File: src/rtl/sysid_check_pkg.sv
// sysid_check_pkg
// Shared definitions for the boot-time system ID check master.
//   state_t     : top-level sequencing states
//   ERR_*       : sticky result codes reported on err_code
//   ID_OFS/TS_OFS : byte offsets of the ID and timestamp words in the sysid slave
//   TIMER_W     : width of the per-read timeout counter
package sysid_check_pkg;

  typedef enum logic [2:0] {
    IDLE,
    REQ_ID,
    WAIT_ID,
    REQ_TS,
    WAIT_TS,
    FINISH
  } state_t;

  localparam logic [1:0] ERR_NONE    = 2'd0;
  localparam logic [1:0] ERR_ID      = 2'd1;
  localparam logic [1:0] ERR_TS      = 2'd2;
  localparam logic [1:0] ERR_TIMEOUT = 2'd3;

  localparam logic [31:0] ID_OFS = 32'd0;
  localparam logic [31:0] TS_OFS = 32'd4;

  localparam int TIMER_W = 16;

endpackage

File: src/rtl/sysid_check_master_if.sv
// sysid_check_master_if
// Avalon-MM read-only bus between the check master and the sysid slave.
//   avm_address       : byte address (master -> slave)
//   avm_read          : read request (master -> slave)
//   avm_waitrequest   : slave stall (slave -> master)
//   avm_readdata      : read data (slave -> master)
//   avm_readdatavalid : read response strobe (slave -> master)
interface sysid_check_master_if;

  logic [31:0] avm_address;
  logic        avm_read;
  logic        avm_waitrequest;
  logic [31:0] avm_readdata;
  logic        avm_readdatavalid;

  modport master (
    output avm_address,
    output avm_read,
    input  avm_waitrequest,
    input  avm_readdata,
    input  avm_readdatavalid
  );

  modport slave (
    input  avm_address,
    input  avm_read,
    output avm_waitrequest,
    output avm_readdata,
    output avm_readdatavalid
  );

endinterface

File: src/rtl/sysid_read_port.sv
// sysid_read_port
// Issues one Avalon-MM read per go pulse and reports its outcome.
//   clock, reset : clock and asynchronous active-high reset
//   i_go         : launch a read at i_addr (only pulsed while the port is idle)
//   i_addr       : byte address for the read
//   o_busy       : a read is outstanding (requesting or awaiting data)
//   o_accept     : the request was accepted this cycle
//   o_valid      : the response for the outstanding read arrived this cycle
//   o_timeout    : the read exceeded TIMEOUT_CYCLES and has been abandoned
//   o_rdata      : read data, meaningful with o_valid
//   avm          : Avalon-MM master side of the bus
module sysid_read_port
  import sysid_check_pkg::*;
#(
  parameter int TIMEOUT_CYCLES = 255
) (
  input  logic                  clock,
  input  logic                  reset,
  input  logic                  i_go,
  input  logic [31:0]           i_addr,
  output logic                  o_busy,
  output logic                  o_accept,
  output logic                  o_valid,
  output logic                  o_timeout,
  output logic [31:0]           o_rdata,
  sysid_check_master_if.master  avm
);

  localparam logic [TIMER_W-1:0] TIMEOUT_LIMIT = TIMER_W'(TIMEOUT_CYCLES);

  logic               r_read;
  logic               r_waiting;
  logic [31:0]        r_address;
  logic [TIMER_W-1:0] r_timer;

  logic w_accept;
  logic w_valid;
  logic w_timeout;

  // A response only counts while this port owns a read: either it is
  // awaiting data, or the request is being accepted right now (zero-latency
  // slave). Anything else on readdatavalid is a stray strobe and ignored.
  // The timer holds the 1-based cycle number of the current read, so a
  // timeout fires in the TIMEOUT_CYCLES-th cycle unless data shows up in
  // that same cycle, in which case the data wins.
  always_comb begin
    w_accept  = r_read & ~avm.avm_waitrequest;
    w_valid   = avm.avm_readdatavalid & (w_accept | r_waiting);
    w_timeout = (r_read | r_waiting) & ~w_valid & (r_timer == TIMEOUT_LIMIT);
  end

  // Request/response tracking. The request is registered so read and
  // address stay rock steady through waitrequest stalls. On timeout the
  // request is dropped outright to abort a bus that has stopped answering.
  always_ff @(posedge clock or posedge reset) begin
    if (reset) begin
      r_read    <= 1'b0;
      r_waiting <= 1'b0;
      r_address <= '0;
      r_timer   <= '0;
    end else if (i_go) begin
      r_read    <= 1'b1;
      r_waiting <= 1'b0;
      r_address <= i_addr;
      r_timer   <= TIMER_W'(1);
    end else if (r_read | r_waiting) begin
      if (w_valid | w_timeout) begin
        r_read    <= 1'b0;
        r_waiting <= 1'b0;
      end else if (w_accept) begin
        r_read    <= 1'b0;
        r_waiting <= 1'b1;
      end
      r_timer <= r_timer + TIMER_W'(1);
    end
  end

  assign avm.avm_read    = r_read;
  assign avm.avm_address = r_address;
  assign o_busy          = r_read | r_waiting;
  assign o_accept        = w_accept;
  assign o_valid         = w_valid;
  assign o_timeout       = w_timeout;
  assign o_rdata         = avm.avm_readdata;

endmodule

File: src/rtl/sysid_check_master.sv
// sysid_check_master
// Boot-time identity check: reads the sysid ID word then the timestamp word
// and compares both against expected constants.
//   clock, reset : clock and asynchronous active-high reset
//   avm          : Avalon-MM read master toward the sysid slave
//   start        : pulse to begin a check (honoured only when idle)
//   busy         : a check is in progress
//   done         : one-cycle pulse when a check completes
//   pass         : sticky, both words matched
//   err_code     : sticky, ERR_NONE / ERR_ID / ERR_TS / ERR_TIMEOUT
//   id_value     : last captured ID word
//   ts_value     : last captured timestamp word
module sysid_check_master
  import sysid_check_pkg::*;
#(
  parameter logic [31:0] BASE_ADDR      = 32'h0000_0000,
  parameter logic [31:0] EXPECTED_ID    = 32'd0,
  parameter logic [31:0] EXPECTED_TS    = 32'd1490938479,
  parameter int          TIMEOUT_CYCLES = 255
) (
  input  logic                  clock,
  input  logic                  reset,
  sysid_check_master_if.master  avm,
  input  logic                  start,
  output logic                  busy,
  output logic                  done,
  output logic                  pass,
  output logic [1:0]            err_code,
  output logic [31:0]           id_value,
  output logic [31:0]           ts_value
);

  state_t      r_state;
  state_t      w_nextState;
  logic        r_pass;
  logic [1:0]  r_errCode;
  logic [31:0] r_idValue;
  logic [31:0] r_tsValue;

  logic        w_go;
  logic [31:0] w_addr;
  logic        w_portBusy;
  logic        w_accept;
  logic        w_valid;
  logic        w_timeout;
  logic [31:0] w_rdata;
  logic        w_inId;
  logic        w_inTs;

  sysid_read_port #(
    .TIMEOUT_CYCLES (TIMEOUT_CYCLES)
  ) u_readPort (
    .clock     (clock),
    .reset     (reset),
    .i_go      (w_go),
    .i_addr    (w_addr),
    .o_busy    (w_portBusy),
    .o_accept  (w_accept),
    .o_valid   (w_valid),
    .o_timeout (w_timeout),
    .o_rdata   (w_rdata),
    .avm       (avm)
  );

  // State register.
  always_ff @(posedge clock or posedge reset) begin
    if (reset) begin
      r_state <= IDLE;
    end else begin
      r_state <= w_nextState;
    end
  end

  // Next-state sequencing of the two reads. A response always takes
  // precedence over a timeout, and an ID mismatch skips the timestamp read.
  always_comb begin
    w_nextState = r_state;
    unique case (r_state)
      IDLE: begin
        if (start) w_nextState = REQ_ID;
      end
      REQ_ID, WAIT_ID: begin
        if (w_valid) w_nextState = (w_rdata == EXPECTED_ID) ? REQ_TS : FINISH;
        else if (w_timeout) w_nextState = FINISH;
        else if (w_accept) w_nextState = WAIT_ID;
      end
      REQ_TS, WAIT_TS: begin
        if (w_valid | w_timeout) w_nextState = FINISH;
        else if (w_accept) w_nextState = WAIT_TS;
      end
      FINISH: begin
        w_nextState = IDLE;
      end
      default: begin
        w_nextState = IDLE;
      end
    endcase
  end

  // Outputs and read launches. The ID read launches straight from the start
  // pulse so the bus request appears the very next cycle. The timestamp read
  // launches from the first REQ_TS cycle, giving the port one idle cycle of
  // turnaround after the ID response before it drives the next request.
  always_comb begin
    busy   = (r_state != IDLE);
    done   = (r_state == FINISH);
    w_inId = (r_state == REQ_ID) || (r_state == WAIT_ID);
    w_inTs = (r_state == REQ_TS) || (r_state == WAIT_TS);
    w_go   = ((r_state == IDLE) && start) || ((r_state == REQ_TS) && !w_portBusy);
    w_addr = (r_state == REQ_TS) ? (BASE_ADDR + TS_OFS) : (BASE_ADDR + ID_OFS);
  end

  // Sticky results. They clear only when a new check is accepted; the
  // timestamp capture is left untouched when the ID word already failed.
  always_ff @(posedge clock or posedge reset) begin
    if (reset) begin
      r_pass    <= 1'b0;
      r_errCode <= ERR_NONE;
      r_idValue <= '0;
      r_tsValue <= '0;
    end else if ((r_state == IDLE) && start) begin
      r_pass    <= 1'b0;
      r_errCode <= ERR_NONE;
    end else if (w_inId && w_valid) begin
      r_idValue <= w_rdata;
      if (w_rdata != EXPECTED_ID) r_errCode <= ERR_ID;
    end else if (w_inTs && w_valid) begin
      r_tsValue <= w_rdata;
      if (w_rdata == EXPECTED_TS) r_pass <= 1'b1;
      else r_errCode <= ERR_TS;
    end else if ((w_inId || w_inTs) && w_timeout) begin
      r_errCode <= ERR_TIMEOUT;
    end
  end

  assign pass     = r_pass;
  assign err_code = r_errCode;
  assign id_value = r_idValue;
  assign ts_value = r_tsValue;

endmodule

File: src/flat_wrapper.sv
// flat-port wrapper written by rule: the top's interface ports become plain ports
module sysid_check_master_flat import sysid_check_pkg::*;
#(
  parameter logic [31:0] BASE_ADDR      = 32'h0000_0000,
  parameter logic [31:0] EXPECTED_ID    = 32'd0,
  parameter logic [31:0] EXPECTED_TS    = 32'd1490938479,
  parameter int          TIMEOUT_CYCLES = 255
)
  (clock, reset, start, busy, done, pass, err_code, id_value, ts_value, avm_avm_address, avm_avm_read, avm_avm_waitrequest, avm_avm_readdata, avm_avm_readdatavalid);
  sysid_check_master_if avm_i ();
  input  logic clock;
  input  logic reset;
  input  logic start;
  output logic busy;
  output logic done;
  output logic pass;
  output logic [1:0] err_code;
  output logic [31:0] id_value;
  output logic [31:0] ts_value;
  output wire logic [$bits(avm_i.avm_address)-1:0] avm_avm_address;
  output wire logic [$bits(avm_i.avm_read)-1:0] avm_avm_read;
  input wire logic [$bits(avm_i.avm_waitrequest)-1:0] avm_avm_waitrequest;
  input wire logic [$bits(avm_i.avm_readdata)-1:0] avm_avm_readdata;
  input wire logic [$bits(avm_i.avm_readdatavalid)-1:0] avm_avm_readdatavalid;
  assign avm_avm_address = avm_i.avm_address;
  assign avm_avm_read = avm_i.avm_read;
  assign avm_i.avm_waitrequest = avm_avm_waitrequest;
  assign avm_i.avm_readdata = avm_avm_readdata;
  assign avm_i.avm_readdatavalid = avm_avm_readdatavalid;
  sysid_check_master #(.BASE_ADDR(BASE_ADDR), .EXPECTED_ID(EXPECTED_ID), .EXPECTED_TS(EXPECTED_TS), .TIMEOUT_CYCLES(TIMEOUT_CYCLES)) u_core (.clock(clock), .reset(reset), .avm(avm_i), .start(start), .busy(busy), .done(done), .pass(pass), .err_code(err_code), .id_value(id_value), .ts_value(ts_value));
endmodule
File: config.mk
export PLATFORM = sky130hd
export DESIGN_NAME = sysid_check_master_flat
export DESIGN_NICKNAME = d
export VERILOG_FILES = /design/src/rtl/sysid_check_pkg.sv /design/src/rtl/sysid_check_master_if.sv /design/src/rtl/sysid_read_port.sv /design/src/rtl/sysid_check_master.sv /design/src/flat_wrapper.sv
export SDC_FILE = /design/constraint.sdc
export NUM_CORES = 1
export LEC_CHECK = 0
export ABC_AREA = 0
export BUFFER_PORTS_ARGS = -buffer_cell sky130_fd_sc_hd__buf_2
export CAP_MARGIN = 40
export CORE_ASPECT_RATIO = 2
export CORE_MARGIN = 4
export CORE_UTILIZATION = 53
export DETAILED_ROUTE_END_ITERATION = 8
export GPL_TIMING_DRIVEN = 0
export PLACE_DENSITY = 0.77
export SLEW_MARGIN = 20
export SYNTH_ARGS = -nofsm -noshare
export SYNTH_HDL_FRONTEND = slang
export SYNTH_HIERARCHICAL = 1
export SYNTH_SLANG_ARGS = --single-unit
File: constraint.sdc
create_clock -name clock -period 5.7 [get_ports clock]
set_clock_uncertainty 0.1 [all_clocks]
set_input_delay 0.285 -clock clock [delete_from_list [all_inputs] [get_ports clock]]
set_output_delay 0.285 -clock clock [all_outputs]
set_load 0.05 [all_outputs]
**Yosys cells after proc, flatten, opt, wreduce, memory -nomap -nowiden**

Cells that the tools add are included.

- Flip-flop bits (word level): 120
- Output and inout port bits: 102
- Logic and storage cells: 90

- $add $sub $neg: 1
- Equality and inequality tests: 13
- Muxes and demuxes: 29
- Bitwise gates (word level): 11
- Reduce and logical (&&, ||, !) cells: 27

Operators with widths:

| kind | count |
|---|---|
| equality test 32 x 31 -> 1 bit (second input constant) | 1 |
| zero test 32 bit | 1 |
| 2-to-1 mux 16 bit | 2 |
| nonzero test 32 bit | 1 |
| 2-to-1 mux 3 bit | 8 |
| adder 16 x 1 -> 16 bit (second input constant) | 1 |
| equality test 16 x 8 -> 1 bit (second input constant) | 1 |
| 2-to-1 mux 1 bit | 12 |
| 2-to-1 mux 2 bit | 6 |
| AND reduction 3 bit | 4 |
| case mux 3 bit (3 select lines) | 1 |
| != test 4 x 2 -> 1 bit (second input constant) | 2 |
| equality test 3 x 2 -> 1 bit (second input constant) | 2 |
| equality test 3 bit (second input constant) | 2 |
| != test 3 x 2 -> 1 bit (second input constant) | 2 |
| nonzero test 2 bit | 3 |
| nonzero test 3 bit | 2 |
| logical AND 1 bit | 5 |
| AND 1 bit | 4 |
| logical OR 1 bit | 4 |
| NOT 1 bit | 4 |
| AND reduction 2 bit | 2 |
| nonzero test 4 bit | 1 |
| OR reduction 2 bit | 2 |
| 6 further kinds | 8 |

**Logic depth before layout (Yosys ltp)**

Gate-level depths: netlist (run 1).

- Depth in word-level cells: 12
- Depth in mapped cells: 9
- Mapped depth without buffers: 9

**By module**

Netlist (run 1), hierarchy kept.

Modules (own cells, without submodules):

| module | instances | cells each | area each (um^2) | sequential area each (um^2) |
|---|---|---|---|---|
| sysid_check_master | 1 | 273 | 3,034.2 | 1,751.7 |
| sysid_read_port | 1 | 196 | 2,347.3 | 1,251.2 |

**Worst setup path before layout (run 1)**

No wires, ideal clock.

- Kind: register -> register
- Start point: register u_core.u_readPort.r_read, in the netlist u_core/u_readPort/avm.avm_read
- End point: register u_core.r_errCode[0], in the netlist u_core/err_code[0]
- Setup time: 0.079 ns
- Arrival: 2.291 ns
- Data required time: 5.521 ns
- Path slack: 3.229 ns
- Cell stages (with the launch flop): 9
- Buffers on the path: 0
- Cell sequence: dfrtp_1 nor2b_1 nor2_1 nor2b_1 inv_2 nor3_1 a32oi_1 o21ai_2 mux2i_1

- Word-level cells in the longest chain between the ends: 9
- Elaborated cells on any way between the ends: 17
- Those cells by class: eq/ne: 2; mux: 3; bitwise: 7; reduce/logical: 5

Ends and longest elaborated chain:

| element | line | text |
|---|---|---|
| start: declaration | sysid_read_port.sv:31 | `logic r_read;` |
| start signal: assignment | sysid_read_port.sv:57 | `r_read <= 1'b0;` |
| start signal: assignment | sysid_read_port.sv:62 | `r_read <= 1'b1;` |
| start signal: assignment | sysid_read_port.sv:68 | `r_read <= 1'b0;` |
| AND 1 bit (*) | sysid_read_port.sv:47 | `w_accept = r_read & ~avm.avm_waitrequest;` |
| named net u_core.w_accept | sysid_check_master.sv:43 | `logic w_accept;` |
| OR 1 bit (*) | sysid_read_port.sv:48 | `w_valid = avm.avm_readdatavalid & (w_accept \| r_waiting);` |
| AND 1 bit (*) | sysid_read_port.sv:48 |  |
| named net u_core.w_valid | sysid_check_master.sv:44 | `logic w_valid;` |
| NOT 1 bit | sysid_read_port.sv:49 | `w_timeout = (r_read \| r_waiting) & ~w_valid & (r_timer == TIMEOUT_LIMIT);` |
| AND 1 bit (2 in a row) | sysid_read_port.sv:49 |  |
| logical AND 1 bit | sysid_check_master.sv:131 | `end else if ((w_inId \|\| w_inTs) && w_timeout) begin` |
| nonzero test 4 bit (no source line) | -- |  |
| AND reduction 3 bit (no source line) | -- |  |
| end signal: assignment | sysid_check_master.sv:126 | `if (w_rdata != EXPECTED_ID) r_errCode <= ERR_ID;` |
| end signal: assignment | sysid_check_master.sv:130 | `else r_errCode <= ERR_TS;` |
| end signal: assignment | sysid_check_master.sv:132 | `r_errCode <= ERR_TIMEOUT;` |
| end: declaration | sysid_check_master.sv:36 | `logic [1:0] r_errCode;` |

The timed path passes the listed nets; every way through them passes the cells marked *.
A chain may end at the register's enable or synchronous reset.

**Worst setup path after layout (run 1)**

- Start point: register u_core.u_readPort.r_read, in the netlist u_core/u_readPort/avm.avm_read
- End point: register u_core.r_errCode[1], in the netlist u_core/err_code[1]

The elaborated chain is that of the path after synthesis.

==> flow_metrics.py, run 1 <==
metrics = {
    "timing": {
        "period_share_pct": 47.0,
        "final_critical_path_setup_slack_ps": 3020,
        "final_report_max_slew_violation_count": 0,
        "worst_hold_slack_ps": 13.0,
        "fin_crit_ps": 2680,
        "worst_pin_slew_ps": 745,
        "hold_viol": 0,
        "maxSlewHeadroom_pct": 50.0,
        "unrepaired_setup_endpoints_after_global_routing": "no",
        "setup_viol_count_final": 0,
        "fin_tns_setup_ps": 0,
        "maxClockFrequency_mhz": 373,
    },
    "synthesis": {
        "avgSynthCellArea_um2": 11.5,
        "synth_edf_count": 0,
        "post_synthesis_cell_type_count": 50,
        "fraction_of_synthesis_flops_using_an_asynchronous_set_or_reset_pin_pct": 100,
        "post_synthesis_sequential_area_ratio_pct": 55.8,
        "synth_top_flop_cell": "sky130_fd_sc_hd__dfrtp_1",
        "post_synth_instance_area_um2": 5380,
        "instance_count_of_the_mapped_netlist": 469,
        "synth.ff_latch_count": 120,
        "synthesis.yosys.warnings": 6,
    },
    "clock_tree": {
        "htree_levels": 4,
        "numCtsBuffers": 17,
        "tritoncts": "built",
        "clk_pin_slew_ps": 60,
        "post_cts_buffers": 0,
        "clock_latency_ps": 400,
        "root_buffer": "sky130_fd_sc_hd__clkbuf_16",
        "numClockSinks": 120,
        "worst_case_clock_buffer_depth": 2,
        "post_cts_resized": 0,
    },
    "power_and_ir_drop": {
        "total_power_uw": 5010,
        "power_density_nw_per_um2": 716,
        "peakVddDrop_mv": 0.509,
        "p_int_uw": 2680,
        "power.share.clock_pct": 23.6,
        "share_seq_of_total_power_pct": 28.2,
        "switching_power_uw": 2340,
        "share_comb_of_total_power_pct": 48.2,
        "power_leakage_uw": 0.00364,
        "netSwitchingFraction_pct": 46.6,
    },
    "cells_and_area": {
        "fraction_of_final_layout_cells_with_drive_strength_greater_than_1_pct": 38.4,
        "finish.net_count": 674,
        "area_taken_by_multi_input_logic_gates_um2": 2120,
        "stdcell_area_um2": 7000,
        "layout-area-overhead-vs-synth_pct": 30.1,
        "nFillCells": 720,
        "antenna-diode-count": 0,
        "seq_area_um2": 3000,
    },
    "routing": {
        "drt_first_pass_iters": 4,
        "drc": 0,
        "drt_iter0_drc": 200,
        "vias_per_cell": 5.22,
        "wl_per_cell_um": 17.1,
        "antenna_violating_nets_post_route": 0,
        "wirelength_um": 13300,
        "via_count": 4078,
    },
    "placed_design": {
        "dpl-instance-area_um2": 6240,
        "numPortBuffers": 106,
        "place.detailed.hpwl_um": 9740,
        "place.gp.congestion": 0.821,
        "pre_cts_slack_ps": 3060,
    },
    "setup_path": {
        "worstSetupEndpointType": "flop",
        "r2r_path_start": "u_core/u_readPort/avm.avm_read",
        "reg2reg_to": "u_core/err_code[1]",
        "cp_data_arrival_time_ps": 2900,
        "crit_start": "u_core/u_readPort/avm.avm_read",
        "timing.critical_path.required_ps": 5920,
        "worst-setup-path-type": "flop to flop",
        "worst_setup_path_endpoint": "u_core/err_code[1]",
        "worst-r2r-cell-count": 8,
        "r2r_slack_ps": 3020,
        "worstPathMaxFanout": 7,
        "startpoint_type": "flop",
    },
    "die": {
        "die-area_um2": 11900,
        "floorplan.initialDensity_pct": 54.8,
        "top_level_ports": 139,
        "floorplan.core_area_um2": 9830,
        "placement_rows": 51,
        "die_width_um": 79.3,
        "die_h_um": 151,
    },
    "global_route": {
        "grt_pass1_vias": 4455,
        "antenna_found_initial": 0,
        "groute.usage.overall_pct": 23.4,
        "grt_start_max_net_pins": 59,
        "overflow": 0,
        "first_pass_grt_wire_length_um": 21500,
    },
    "job": {
        "max_cap_violations": 0,
    },
    "worst_hold_path": {
        "timing.hold.worst.class": "input pin to flop",
    },
    "run_status": {
        "run_status": "finished, final reports clean",
    },
}
-- how the worst min path moves through the flow --
stage | from | endpoint | depth (start not counted)
after global routing | avm_avm_readdata[16] | u_core/id_value[16] | 3
after floorplan | avm_avm_readdatavalid | u_core/u_readPort/r_waiting | 1
after global placement | u_core/id_value[27] | u_core/id_value[27] | 2
after CTS | avm_avm_readdata[19] | u_core/id_value[19] | 3
final | avm_avm_readdata[19] | u_core/id_value[19] | 3
after detailed placement | reset | u_core/id_value[1] | 2
-- synthesized netlist by cell type, types with 4 or more instances --
| master | instances | area (µm²) |
|---|---|---|
| sky130_fd_sc_hd__dfrtp_1 | 120 | 3000 |
| sky130_fd_sc_hd__nand2_1 | 110 | 413 |
| sky130_fd_sc_hd__buf_4 | 32 | 240 |
| sky130_fd_sc_hd__mux2_2 | 32 | 360 |
| sky130_fd_sc_hd__mux2_4 | 30 | 450 |
| sky130_fd_sc_hd__nor2_1 | 20 | 75.1 |
| sky130_fd_sc_hd__clkbuf_1 | 13 | 48.8 |
| sky130_fd_sc_hd__nor4_1 | 11 | 68.8 |
| sky130_fd_sc_hd__nand4_1 | 9 | 56.3 |
| sky130_fd_sc_hd__inv_1 | 8 | 30.0 |
| sky130_fd_sc_hd__a21oi_1 | 6 | 30.0 |
| sky130_fd_sc_hd__xnor2_1 | 6 | 52.6 |
| sky130_fd_sc_hd__xor2_1 | 6 | 52.6 |
| sky130_fd_sc_hd__nand3_1 | 5 | 25.0 |
| sky130_fd_sc_hd__nor2b_1 | 4 | 25.0 |
| sky130_fd_sc_hd__o21ai_0 | 4 | 20.0 |
-- cell usage in the layout, fill, tap and decap left out, types with 4 or more instances in the layout --
master                            n
sky130_fd_sc_hd__dfrtp_1        120
sky130_fd_sc_hd__nand2_1        110
sky130_fd_sc_hd__buf_2          108
sky130_fd_sc_hd__mux2_2          32
sky130_fd_sc_hd__buf_4           32
sky130_fd_sc_hd__conb_1          31
sky130_fd_sc_hd__mux2_4          30
sky130_fd_sc_hd__nor2_1          20
sky130_fd_sc_hd__clkbuf_16       17
sky130_fd_sc_hd__clkbuf_1        14
sky130_fd_sc_hd__nor4_1          11
sky130_fd_sc_hd__dlygate4sd3_1   10
sky130_fd_sc_hd__nand4_1          9
sky130_fd_sc_hd__xnor2_1          6
sky130_fd_sc_hd__inv_1            6
sky130_fd_sc_hd__a21oi_1          6
sky130_fd_sc_hd__xor2_1           6
sky130_fd_sc_hd__bufinv_16        5
sky130_fd_sc_hd__nand3_1          5
sky130_fd_sc_hd__clkinv_4         4
sky130_fd_sc_hd__nor2b_1          4
sky130_fd_sc_hd__o21ai_0          4
-- critical path, stage by stage (launching register included) --
cell,delay [ps]
sky130_fd_sc_hd__dfrtp_1,450
sky130_fd_sc_hd__nor2b_1,230
sky130_fd_sc_hd__nor2_1,80
sky130_fd_sc_hd__nor2b_1,330
sky130_fd_sc_hd__inv_2,100
sky130_fd_sc_hd__nor3_1,630
sky130_fd_sc_hd__a32oi_1,250
sky130_fd_sc_hd__o21ai_2,240
sky130_fd_sc_hd__mux2i_1,190
-- sequential cells by signal, summed over array words and instances (netlist names) --
name / count
u_core/err_code: 2
u_core/id_value: 32
u_core/pass: 1
u_core/r_state: 3
u_core/ts_value: 32
u_core/u_readPort/avm.avm_address: 32
u_core/u_readPort/avm.avm_read: 1
u_core/u_readPort/r_timer: 16
u_core/u_readPort/r_waiting: 1
-- metrics by stage --
| stage | utilization, % | cells |
|---|---|---|
| 4_1_cts | 71.2 | 781 |
| 6_report | 71.2 | 781 |
| 5_1_grt | 71.2 | 781 |
| 3_3_place_gp | 63.0 | 737 |
| 3_5_place_dp | 63.5 | 739 |
| 2_1_floorplan | - | 499 |
-- power groups by stage --
stage | clock network [µW] | registers, µW | logic [µW]
after detailed placement | 0 | 1420 | 2420
after global routing | 1250 | 1460 | 2530
after global placement | 0 | 1400 | 2380
final | 1180 | 1410 | 2420
after CTS | 1200 | 1410 | 2430
after floorplan | 0 | 2550 | 723
-- cell families (layout without fill, tap and decap cells) --
logic type      Yosys count  count (layout)  share of synthesized area, %
xor+xnor                 12              12                          1.95
mux                      68              68                          16.3
flops                   120             120                          55.8
compound gates           23              23                          3.09
fa+ha+maj                 1               1                         0.232
simple gates            184             184                          15.7
buf+inv                  60             210                          6.88
other cells               1              31                        0.0697
-- layer usage --
layer  GRT usage (%)  part of all wire, %
met5               0                    0
met4            12.6                  3.8
met3            5.81                  5.7
met2            43.7                   56
met1            23.1                   35
-- cell type report --
type                       instances  area share (%)
multi-input combinational        319            30.3
clock buffer                      19            6.33
buffer                            51            4.81
clock inverter                    13            3.11
timing repair buffer             118            9.69
tap                              132            2.36
sequential                       120            42.9
inverter                           9           0.518
-- timing repair --
action	in CTS	in global routing
setup endpoints to repair	0	0
hold buffers	10	0
hold endpoints to repair	37	0
No activity file was read; power rests on OpenSTA's default activity.
==> run 2: changes to the inputs <==
==> constraint.sdc (replaced) <==
create_clock -name clock -period 2.6 [get_ports clock]
set_clock_uncertainty 0.1 [all_clocks]
set_input_delay 0.13 -clock clock [delete_from_list [all_inputs] [get_ports clock]]
set_output_delay 0.13 -clock clock [all_outputs]
set_load 0.05 [all_outputs]
==> run 2 against run 1 <==
Sequential share of layout area is 1.5 points lower; cell area increased by 3.7%; non-clock buffer count is 25 higher; clock power is 120% higher; core utilization increased by 2.7 points; routed wire length grew 6.4%; count of clock-buffer cells in the layout is the same; critical endpoint is now u_core/u_readPort/avm.avm_address[11]; largest cell class unchanged.
==> flow_metrics.py, run 2 (synthesis results as in run 1) <==
metrics = {
    "timing": {
        "fin_crit_ps": 2540,
        "final_report_max_slew_violation_count": 0,
        "worst_pin_slew_ps": 583,
        "setup_viol_count_final": 0,
        "period_share_pct": 97.7,
        "hold_viol": 0,
        "maxSlewHeadroom_pct": 60.8,
        "final_critical_path_setup_slack_ps": 60.7,
        "maxClockFrequency_mhz": 394,
        "worst_hold_slack_ps": 87.1,
        "unrepaired_setup_endpoints_after_global_routing": "yes",
    },
    "clock_tree": {
        "clock_latency_ps": 400,
        "numCtsBuffers": 17,
        "htree_levels": 4,
        "root_buffer": "sky130_fd_sc_hd__clkbuf_16",
        "numClockSinks": 120,
        "worst_case_clock_buffer_depth": 2,
        "tritoncts": "built",
        "clk_pin_slew_ps": 60,
    },
    "setup_path": {
        "critical_path.slowest_cell": "sky130_fd_sc_hd__clkbuf_1",
        "worst_path_most_repeated_cell": "sky130_fd_sc_hd__clkbuf_1",
        "timing.critical_path.required_ps": 2790,
        "cp_data_arrival_time_ps": 2730,
        "worst-setup-path-type": "flop to flop",
        "startpoint_type": "flop",
        "slowest_delay_ps": 440,
        "timing.critical_path.cells": "buf_2 > nor2_1 > nand3_1 > o21ai_0 > clkbuf_1 > clkbuf_1 > mux2_2",
        "worstSetupEndpointType": "flop",
        "r2r_path_start": "u_core/r_state[1]",
        "crit_start": "u_core/r_state[1]",
        "worstPathMaxFanout": 10,
    },
    "job": {
        "max_cap_violations": 0,
    },
    "die": {
        "top_level_ports": 139,
        "die_h_um": 151,
        "placement_rows": 51,
        "die_width_um": 79.3,
        "floorplan.core_area_um2": 9830,
        "floorplan.initialDensity_pct": 54.8,
        "die-area_um2": 11900,
    },
    "routing": {
        "antenna_violating_nets_post_route": 0,
        "vias_per_cell": 5.27,
        "wirelength_um": 14200,
        "drt_first_pass_iters": 5,
        "wl_per_cell_um": 17.6,
        "drt_iter0_drc": 240,
        "via_count": 4245,
        "drc": 0,
        "route.layer.met1.wl_um": 4890,
        "topmost_layer_with_routed_signal_wires": "met4",
        "met3RoutedLength_um": 785,
        "met2_length_um": 8090,
    },
    "power_and_ir_drop": {
        "power_density_nw_per_um2": 1530,
        "total_power_uw": 11100,
        "power_leakage_uw": 0.00375,
        "peakVddDrop_mv": 1.12,
    },
    "placed_design": {
        "dpl-instance-area_um2": 6240,
        "place.gp.congestion": 0.821,
        "numPortBuffers": 106,
        "pre_cts_slack_ps": -40.2,
        "place.detailed.hpwl_um": 9740,
    },
    "run_status": {
        "run_status": "finished, final reports clean",
    },
    "cells_and_area": {
        "nFillCells": 674,
        "layout_commonest_cell": "sky130_fd_sc_hd__dfrtp_1",
        "finish.net_count": 699,
        "most-common-layout-cells": "sky130_fd_sc_hd__dfrtp_1, sky130_fd_sc_hd__nand2_1, sky130_fd_sc_hd__buf_2",
        "stdcell_area_um2": 7260,
        "fraction_of_final_layout_cells_with_drive_strength_greater_than_1_pct": 37.7,
        "layout-area-overhead-vs-synth_pct": 34.9,
        "antenna-diode-count": 0,
        "final_core_utilization_pct": 73.9,
    },
    "global_route": {
        "overflow": 0,
        "grt_pass1_vias": 4626,
        "antenna_found_initial": 0,
        "grt_start_max_net_pins": 59,
        "groute.usage.overall_pct": 24.8,
        "first_pass_grt_wire_length_um": 22700,
    },
    "worst_hold_path": {
        "timing.hold.worst.class": "input pin to flop",
        "holdCritStartpoint": "start",
    },
}
run 2: cell count changes in the layout (fill, tap and decap cells not counted):
cell / previous run / this run
sky130_fd_sc_hd__clkbuf_2: 0 / 2
sky130_fd_sc_hd__buf_2: 108 / 109
sky130_fd_sc_hd__nor3_2: 0 / 1
sky130_fd_sc_hd__dlygate4sd3_1: 10 / 35
sky130_fd_sc_hd__nor2b_2: 0 / 1
sky130_fd_sc_hd__nor3_1: 2 / 1
sky130_fd_sc_hd__clkbuf_1: 14 / 11
sky130_fd_sc_hd__nor2b_1: 4 / 3
run 2: metal layers:
layer  GRT usage [%]  up-vias
li1                -     1913
met1            24.0     2099
met2            48.1      197
met3            5.99       36
met4            10.6        0
met5               0        -
run 2: path summary, 6_finish.rpt:
check                                                   endpoint  slack [ps]  depth (start not counted)
max reg2reg                u_core/u_readPort/avm.avm_address[11]          60                          7
min                                                  u_core/pass          90                          4
max                        u_core/u_readPort/avm.avm_address[11]          60                          7
min in group asynchronous                    u_core/ts_value[31]         110                          3
max in group asynchronous           u_core/u_readPort/r_timer[3]        1720                          4
min reg2reg                                   u_core/id_value[0]         370                          2
run 2: where the power goes:
group	leakage [µW]	switching, µW	internal [µW]
clock network	0.000314	865	1740
logic	0.00193	3860	1510
registers	0.00151	454	2650
total	0.00375	5180	5900
run 2: per-stage QoR:
step | TNS [ps] | instances
floorplan | 0 | 499
global placement | -9220 | 737
detailed placement | -318 | 739
CTS | 0 | 806
global route | -1380 | 806
finish | 0 | 806
run 2: final cells by class:
type / count / area (µm²) / share of cell area [%]
buffer: 51 / 340 / 4.69
tap: 132 / 165 / 2.27
multi-input combinational: 319 / 2130 / 29.3
inverter: 9 / 36.3 / 0.500
clock buffer: 19 / 443 / 6.10
clock inverter: 13 / 218 / 3.00
sequential: 120 / 3000 / 41.4
timing repair buffer: 143 / 928 / 12.8
run 2: timing repair:
| item | 4_1_cts | 5_1_grt |
|---|---|---|
| hold buffers | 35 | 0 |
| hold endpoints to repair | 186 | 0 |
| endpoints found under the setup margin | 14 | 75 |
| cloned | 0 | 0 |
| buffers inserted | 0 | 0 |
| resized for setup | 2 | 6 |
run 2: critical path, delay by kind of cell, from the launching register on:
kind                   cells  cell delay [ps]
flip-flops                 1              350
AO/OA/AOI/OAI              1              130
multiplexers               1              400
buffers and inverters      3              910
AND/OR/NAND/NOR            2              540
==> run 3: changes to the inputs <==
==> constraint.sdc (replaced) <==
create_clock -name clock -period 2.6 [get_ports clock]
set_clock_uncertainty 0.1 [all_clocks]
set_input_delay 0.26 -clock clock [delete_from_list [all_inputs] [get_ports clock]]
set_output_delay 0.26 -clock clock [all_outputs]
set_load 0.05 [all_outputs]
==> run 3 against run 2 <==
Register-to-register slack is essentially flat; combinational power is essentially flat; critical path depth unchanged; clock power about the same; largest cell class unchanged.
==> flow_metrics.py, run 3 (synthesis results as in run 1) <==
metrics = {
    "die": {
        "placement_rows": 51,
        "floorplan.initialDensity_pct": 54.8,
        "die_h_um": 151,
        "die_width_um": 79.3,
        "floorplan.core_area_um2": 9830,
        "top_level_ports": 139,
        "die-area_um2": 11900,
    },
    "placed_design": {
        "place.gp.congestion": 0.821,
        "dp_cells": 739,
        "place.detailed.hpwl_um": 9740,
        "numPortBuffers": 106,
        "pre_cts_slack_ps": -40.2,
    },
    "setup_path": {
        "worstSetupEndpointType": "flop",
        "crit_start": "u_core/r_state[1]",
        "timing.critical_path.required_ps": 2790,
        "worstPathMaxFanout": 10,
        "startpoint_type": "flop",
        "worst-r2r-cell-count": 7,
        "worst-setup-path-type": "flop to flop",
        "r2r_path_start": "u_core/r_state[1]",
        "r2r_slack_ps": 70,
        "cp_data_arrival_time_ps": 2720,
        "worst_setup_path_endpoint": "u_core/u_readPort/avm.avm_address[11]",
        "reg2reg_to": "u_core/u_readPort/avm.avm_address[11]",
    },
    "worst_hold_path": {
        "timing.hold.worst.class": "input pin to flop",
        "holdCritStartpoint": "avm_avm_readdata[14]",
    },
    "power_and_ir_drop": {
        "total_power_uw": 11100,
        "peakVddDrop_mv": 1.13,
        "power_leakage_uw": 0.00373,
        "power_density_nw_per_um2": 1540,
    },
    "clock_tree": {
        "clk_pin_slew_ps": 60,
        "root_buffer": "sky130_fd_sc_hd__clkbuf_16",
        "numCtsBuffers": 17,
        "htree_levels": 4,
        "tritoncts": "built",
        "numClockSinks": 120,
        "worst_case_clock_buffer_depth": 2,
        "clock_latency_ps": 400,
    },
    "timing": {
        "fin_crit_ps": 2530,
        "hold_viol": 0,
        "final_critical_path_setup_slack_ps": 68.0,
        "setup_viol_count_final": 0,
        "maxSlewHeadroom_pct": 57.8,
        "unrepaired_setup_endpoints_after_global_routing": "yes",
        "final_report_max_slew_violation_count": 0,
        "worst_pin_slew_ps": 627,
        "maxClockFrequency_mhz": 395,
        "period_share_pct": 97.4,
    },
    "cells_and_area": {
        "layout-area-overhead-vs-synth_pct": 33.7,
        "antenna-diode-count": 0,
        "instances_no_fill": 799,
        "fraction_of_final_layout_cells_with_drive_strength_greater_than_1_pct": 38.2,
        "nFillCells": 677,
        "most-common-layout-cells": "sky130_fd_sc_hd__dfrtp_1, sky130_fd_sc_hd__nand2_1, sky130_fd_sc_hd__buf_2",
        "finish.net_count": 692,
        "final_core_utilization_pct": 73.2,
        "layout_commonest_cell": "sky130_fd_sc_hd__dfrtp_1",
    },
    "routing": {
        "wl_per_cell_um": 17.7,
        "via_count": 4172,
        "antenna_violating_nets_post_route": 0,
        "drt_iter0_drc": 221,
        "wirelength_um": 14100,
        "drc": 0,
        "vias_per_cell": 5.22,
        "drt_first_pass_iters": 5,
    },
    "global_route": {
        "grt_pass1_vias": 4612,
        "grt_start_max_net_pins": 59,
        "first_pass_grt_wire_length_um": 22500,
        "overflow": 0,
        "antenna_found_initial": 0,
        "groute.usage.overall_pct": 24.6,
    },
    "job": {
        "max_cap_violations": 0,
    },
    "run_status": {
        "run_status": "finished, final reports clean",
    },
}
[run 3: changes by cell type in the layout (fill, tap and decap cells not counted), sizes merged]
cell and change:
dlygate4sd3 -7
[run 3: area by class of cell]
class / instances / area (µm²) / share of cell area, %
sequential: 120 / 3000 / 41.7
multi-input combinational: 319 / 2130 / 29.6
timing repair buffer: 136 / 858 / 11.9
clock buffer: 19 / 443 / 6.16
buffer: 51 / 342 / 4.75
clock inverter: 13 / 218 / 3.03
tap: 132 / 165 / 2.30
inverter: 9 / 36.3 / 0.504
[run 3: power by group]
group,internal [µW],switching [µW]
Sequential,2650,454
Clock,1740,855
Combinational,1510,3860
Total,5900,5170
[run 3: per-layer routing]
metal	GRT usage (%)	routed length, µm
met1	23.8	4890
met2	46.9	7930
met3	5.87	704
met4	12.7	597
met5	0	0
[run 3: worst min-delay path by stage]
stage / to / cells after the start
final: u_core/id_value[14] / 3
after global routing: u_core/id_value[17] / 3
after CTS: u_core/id_value[14] / 3
after detailed placement: u_core/id_value[1] / 2
after global placement: u_core/id_value[27] / 2
after floorplan: u_core/u_readPort/r_waiting / 1
[run 3: through the flow]
step	hold slack, ps	TNS, ps	instance area (µm²)
after floorplan	233	0	5490
after global placement	353	-18320	6190
after detailed placement	106	-318	6240
after CTS	0.150	0	7190
after global routing	13.2	-1380	7190
final	8.39	0	7190
[run 3: repair_timing]
action                                  CTS  global route
setup buffers                             0             0
hold buffers                             28             0
gates resized for setup                   2             8
endpoints found under the hold margin   117             0
endpoints found under the setup margin   14            75
cloned                                    0             0
[run 3: critical path, stage by stage (launching register included)]
cell                       delay (ps)
sky130_fd_sc_hd__dfrtp_1          350
sky130_fd_sc_hd__buf_2            170
sky130_fd_sc_hd__nor2_1           300
sky130_fd_sc_hd__nand3_1          230
sky130_fd_sc_hd__o21ai_0          130
sky130_fd_sc_hd__clkbuf_1         290
sky130_fd_sc_hd__clkbuf_1         440
sky130_fd_sc_hd__mux2_2           400
